[src/rtl/vm_panel_sequencer.sv]
// Front-panel command sequencer for the vending machine core: paces one command
// through setup/strobe/hold windows and decodes the core's two 7-segment digits.
module vm_panel_sequencer #(
  parameter int STROBE_CYCLES = 1,
  parameter int SETTLE_CYCLES = 2
) (
  input  logic       clk,
  input  logic       rst,
  input  logic       cmd_valid,
  output logic       cmd_ready,
  input  logic [1:0] cmd_type,
  input  logic [2:0] cmd_product,
  input  logic [3:0] cmd_money,
  input  logic [3:0] cmd_qty,
  output logic       costumer_mode,
  output logic       owner_money_mode,
  output logic       owner_supply_mode,
  output logic [2:0] product,
  output logic [3:0] costumer_money,
  output logic [3:0] quantitiy,
  input  logic [6:0] seg1,
  input  logic [6:0] seg2,
  output logic       result_valid,
  output logic [6:0] result_value,
  output logic       result_err
);

  typedef enum logic [2:0] {
    IDLE    = 3'd0,
    SETUP   = 3'd1,
    STROBE  = 3'd2,
    HOLD    = 3'd3,
    CAPTURE = 3'd4
  } state_t;

  localparam logic [7:0] S_LAST = 8'(STROBE_CYCLES - 1);
  localparam logic [7:0] M_LAST = 8'(SETTLE_CYCLES - 1);

  // Returns {pattern_ok, digit}; unknown patterns report not-ok.
  function automatic logic [4:0] seg_decode(input logic [6:0] seg);
    case (seg)
      7'h3F:   seg_decode = {1'b1, 4'd0};
      7'h06:   seg_decode = {1'b1, 4'd1};
      7'h5B:   seg_decode = {1'b1, 4'd2};
      7'h4F:   seg_decode = {1'b1, 4'd3};
      7'h66:   seg_decode = {1'b1, 4'd4};
      7'h6D:   seg_decode = {1'b1, 4'd5};
      7'h7D:   seg_decode = {1'b1, 4'd6};
      7'h07:   seg_decode = {1'b1, 4'd7};
      7'h7F:   seg_decode = {1'b1, 4'd8};
      7'h6F:   seg_decode = {1'b1, 4'd9};
      default: seg_decode = {1'b0, 4'd0};
    endcase
  endfunction

  state_t     state_q;
  logic [7:0] cnt_q;
  logic [1:0] type_q;
  logic       ready_q, rvalid_q, rerr_q;
  logic [6:0] rvalue_q;
  logic       cust_q, omoney_q, osupply_q;
  logic [2:0] prod_q;
  logic [3:0] money_q, qty_q;

  logic [4:0] dec1_s, dec2_s;
  logic [6:0] seg_value_s;
  logic       seg_ok_s;

  always_comb begin
    dec1_s      = seg_decode(seg1);
    dec2_s      = seg_decode(seg2);
    seg_ok_s    = dec1_s[4] & dec2_s[4];
    seg_value_s = ({3'd0, dec1_s[3:0]} * 7'd10) + {3'd0, dec2_s[3:0]};
  end

  always_ff @(posedge clk) begin
    if (rst) begin
      state_q   <= IDLE;
      cnt_q     <= 8'd0;
      type_q    <= 2'd0;
      ready_q   <= 1'b1;
      rvalid_q  <= 1'b0;
      rerr_q    <= 1'b0;
      rvalue_q  <= 7'd0;
      cust_q    <= 1'b0;
      omoney_q  <= 1'b0;
      osupply_q <= 1'b0;
      prod_q    <= 3'd0;
      money_q   <= 4'd0;
      qty_q     <= 4'd0;
    end else begin
      rvalid_q <= 1'b0;
      case (state_q)
        IDLE: begin
          if (cmd_valid) begin
            // Illegal commands short-circuit: no strobe, fields left untouched.
            if (cmd_type == 2'd3) begin
              rvalid_q <= 1'b1;
              rerr_q   <= 1'b1;
              rvalue_q <= 7'd0;
            end else begin
              type_q  <= cmd_type;
              prod_q  <= cmd_product;
              money_q <= cmd_money;
              qty_q   <= cmd_qty;
              ready_q <= 1'b0;
              state_q <= SETUP;
            end
          end
        end
        SETUP: begin
          cnt_q     <= 8'd0;
          cust_q    <= (type_q == 2'd0);
          omoney_q  <= (type_q == 2'd1);
          osupply_q <= (type_q == 2'd2);
          state_q   <= STROBE;
        end
        STROBE: begin
          if (cnt_q == S_LAST) begin
            cust_q    <= 1'b0;
            omoney_q  <= 1'b0;
            osupply_q <= 1'b0;
            cnt_q     <= 8'd0;
            state_q   <= HOLD;
          end else begin
            cnt_q <= cnt_q + 8'd1;
          end
        end
        HOLD: begin
          if (cnt_q == M_LAST) begin
            state_q <= CAPTURE;
          end else begin
            cnt_q <= cnt_q + 8'd1;
          end
        end
        CAPTURE: begin
          rvalid_q <= 1'b1;
          rerr_q   <= ~seg_ok_s;
          rvalue_q <= seg_ok_s ? seg_value_s : 7'd0;
          ready_q  <= 1'b1;
          state_q  <= IDLE;
        end
        default: begin
          cust_q    <= 1'b0;
          omoney_q  <= 1'b0;
          osupply_q <= 1'b0;
          ready_q   <= 1'b1;
          state_q   <= IDLE;
        end
      endcase
    end
  end

  assign cmd_ready         = ready_q;
  assign costumer_mode     = cust_q;
  assign owner_money_mode  = omoney_q;
  assign owner_supply_mode = osupply_q;
  assign product           = prod_q;
  assign costumer_money    = money_q;
  assign quantitiy         = qty_q;
  assign result_valid      = rvalid_q;
  assign result_value      = rvalue_q;
  assign result_err        = rerr_q;

endmodule

[config.mk]
export PLATFORM = sky130hd
export DESIGN_NAME = vm_panel_sequencer
export DESIGN_NICKNAME = d
export VERILOG_FILES = /design/src/rtl/vm_panel_sequencer.sv
export SDC_FILE = /design/constraint.sdc
export NUM_CORES = 1
export LEC_CHECK = 0
export CAP_MARGIN = 20
export CORE_MARGIN = 2
export CORE_UTILIZATION = 40
export DETAILED_ROUTE_END_ITERATION = 10
export MAX_ROUTING_LAYER = met4
export PLACE_DENSITY = 0.69
export SETUP_SLACK_MARGIN = 0.15
export SLEW_MARGIN = 0
export SYNTH_ARGS = -nofsm -noshare
export SYNTH_HDL_FRONTEND = slang
export SYNTH_SLANG_ARGS = --single-unit
[constraint.sdc]
create_clock -name clk -period 4.2 [get_ports clk]
set_input_delay 0.84 -clock clk [delete_from_list [all_inputs] [get_ports clk]]
set_output_delay 0.84 -clock clk [all_outputs]
set_load 0.02 [all_outputs]
==> results.sh <==
export IMPL_outcome="finished, final reports clean"
export IMPL_layout_commonest_cell="clkdlybuf4s50_1"
export IMPL_drc=0
export IMPL_power_leakage_uw=0.00109
export IMPL_gp_congestion=0.831
export IMPL_antenna_found_initial=0
export IMPL_core_sq_mm=0.00507
export IMPL_io_pins=54
export IMPL_cts_sinks=37
export IMPL_p_sw_uw=228
export IMPL_area_delta_synth_final_pct=32.8
export IMPL_synthFlopType="dfxtp_1"
export IMPL_ys_types=51
export IMPL_die_area_sq_mm=0.00584
export IMPL_cp_data_required_time_ps=4370
export IMPL_synth_largest_area_cell="dfxtp_1"
export IMPL_grt_pass1_vias=1725
export IMPL_synth_fp_nets=289
export IMPL_yosys_area_top_type_share_pct=35.3
export IMPL_tightest_slew_ps=723
export IMPL_post_route_min_period_ps=3660
export IMPL_mappedNetlistArea_sq_mm=0.00210
export IMPL_ff_latch_area_sq_um=741
export IMPL_wl_per_cell_microns=12.0
export IMPL_finalNetCount=338
export IMPL_cts_made_buffers=5
export IMPL_clk_pin_slew_ps=70
export IMPL_min_path_type="reg -> reg"
export IMPL_worstPathMaxFanout=9
export IMPL_p_seq_share_pct=43.7
export IMPL_dp_cells=360
export IMPL_dpl_hpwl_microns=3410
export IMPL_most_common_layout_cells="clkdlybuf4s50_1, nor2_1, dfxtp_1"
export IMPL_async_flop_share_pct=0
export IMPL_p_int_uw=649
export IMPL_post_route_period_util_pct=87.0
export IMPL_finalSetupViolCount=0
export IMPL_critPathKind="in -> reg"
export IMPL_fin_hold_ws_ps=448
export IMPL_cts_resized=0
export IMPL_track_usage_pct=16.4
export IMPL_cp_arrival_ps=3820
export IMPL_p_sw_share_pct=26.0
export IMPL_slew_limit_headroom_pct=51.7
export IMPL_p_clk_share_pct=35.9
export IMPL_fin_skew_ps=8.12
export IMPL_worstSetupStartpointType="input port"
export IMPL_fin_cells=368
export IMPL_die_h_microns=76.4
export IMPL_synth_area_top_cells="dfxtp_1, nor2_1, mux2i_1"
export IMPL_ir_drop_mv=0.143
export IMPL_antenna_left=0
export IMPL_firstDrtPassIters=4
export IMPL_ys_warn_count=0
export IMPL_vias=1903
export IMPL_comb_power_share_pct=20.4
export IMPL_drv_cap=0
export IMPL_fin_area_sq_mm=0.00279
export IMPL_root_buffer="clkbuf_8"
export IMPL_r2r_start="state_q[0]$_SDFFE_PP0P_"
export IMPL_insertion_delay_ps=280
export IMPL_maxSlewViolCount=0
export IMPL_multiInputGateArea_sq_mm=0.00125
export IMPL_ys_seq_area_share_pct=35.3
export IMPL_drive_above_1_share_pct=4.03
export IMPL_synth_seq_cells=37
export IMPL_syn_avg_cell_area_sq_um=8.46
export IMPL_die_x_microns=76.4
export IMPL_rsz0062_at_grt="false"
export IMPL_finalHoldViolations=0
export IMPL_r2r_end="quantitiy[2]$_SDFFE_PP0P_"
export IMPL_start_util_pct=41.3
export IMPL_worstSetupEndpointType="flop"
export IMPL_hold_end="result_value[3]$_SDFFE_PP0P_"
export IMPL_hold_start="result_value[3]$_SDFFE_PP0P_"
export IMPL_cts_htree_levels=2
export IMPL_fin_setup_tns_ps=0
export IMPL_wirelength_microns=4410
export IMPL_cts_path_max_buffers=2
export IMPL_grt_pass1_wl_microns=7770
export IMPL_synthCells=248
export IMPL_post_cts_repair_setup_buffers=0
export IMPL_drt_iter0_drc=46
export IMPL_num_antenna_cells=0
export IMPL_powerDensity_mw_per_mm2=315
export IMPL_regToRegSetupSlack_ps=2160
export IMPL_reg2reg_depth=5
export IMPL_placed_area_sq_mm=0.00267
export IMPL_grt_max_degree=21
export IMPL_routed_via_density=5.17
export IMPL_port_buffers=53
export IMPL_nFillCells=511
export IMPL_rows=26
export IMPL_synth_edf_count=0
export IMPL_fmax_ghz=0.274
export IMPL_cts_hold_buf=0
export IMPL_gr_total_overflow=0
export IMPL_worstHoldPathCells=2
export IMPL_cts_tree="yes"
-- per-layer routing --
layer | vias up | routed length (microns) | global-route usage, %
li1 | 976 | - | -
met1 | 862 | 2170 | 21.3
met2 | 60 | 1930 | 25.8
met3 | 5 | 260 | 3.67
met4 | 0 | 50 | 4.91
met5 | - | 0 | -
-- layout make-up --
type,instances,area share (%)
repair buffers,53,19.0
well taps,70,3.14
flip-flops and latches,37,26.6
clock buffers,7,3.10
multi-input cells,185,45.0
clock inverters,1,1.08
inverters,15,2.02
-- logic make-up after synthesis --
kind of cell | Yosys count | synth area share [%]
AO/OA/AOI/OAI | 45 | 15.9
adder cells (fa/ha/maj) | 11 | 7.28
XOR/XNOR | 14 | 5.85
flip-flops | 37 | 35.3
AND/OR/NAND/NOR | 103 | 25.0
multiplexers | 12 | 5.73
buffers and inverters | 26 | 4.89
-- power groups by stage --
| stage | combinational, uW | clock [uW] | sequential, uW |
|---|---|---|---|
| after floorplan | 95.0 | 0 | 403 |
| after global placement | 178 | 0 | 391 |
| after detailed placement | 180 | 0 | 392 |
| after CTS | 181 | 322 | 383 |
| after global routing | 198 | 339 | 387 |
| final | 179 | 314 | 383 |
-- sequential cells by signal, summed over array words and instances, names as in the netlist, 2 cells and up --
register and count:
cnt_q 8, result_value 7, costumer_money 4, quantitiy 4, product 3, state_q 3, type_q 2
-- how the worst max path moves through the flow --
stage	startpoint	end	depth (start not counted)
after floorplan	seg1[6]	result_value[6]$_SDFFE_PP0P_	12
after global placement	seg1[3]	result_value[6]$_SDFFE_PP0P_	12
after detailed placement	seg1[3]	result_value[6]$_SDFFE_PP0P_	12
after CTS	seg1[3]	result_value[6]$_SDFFE_PP0P_	12
after global routing	seg1[3]	result_value[6]$_SDFFE_PP0P_	12
final	seg1[6]	result_value[6]$_SDFFE_PP0P_	12
-- synthesized netlist by cell type, drive strengths merged, types with 5 or more instances --
library cell  instances
dfxtp                37
nor2                 37
nand2                15
inv                  14
nand3                13
mux2i                12
o21ai                12
clkbuf                9
ha                    9
xnor2                 7
xor2                  7
and3                  5
nor3b                 5
-- stage by stage --
stage | power, uW | utilization, % | setup WS [ps]
CTS | 886 | 54.9 | 575
floorplan | 498 | - | 884
global placement | 569 | 52.6 | 383
finish | 877 | 54.9 | 544
global route | 924 | 54.9 | 326
detailed placement | 572 | 52.6 | 278
-- worst max-delay path: stages --
cell and delay (ps):
clkdlybuf4s50_1 570, nor4b_1 340, a31oi_1 110, or3_1 330
o31ai_1 140, ha_1 330, ha_1 200, inv_1 60
fa_1 440, nor3b_1 250, xnor2_1 150, o21ai_1 70
(Power assumes the default switching activity.)
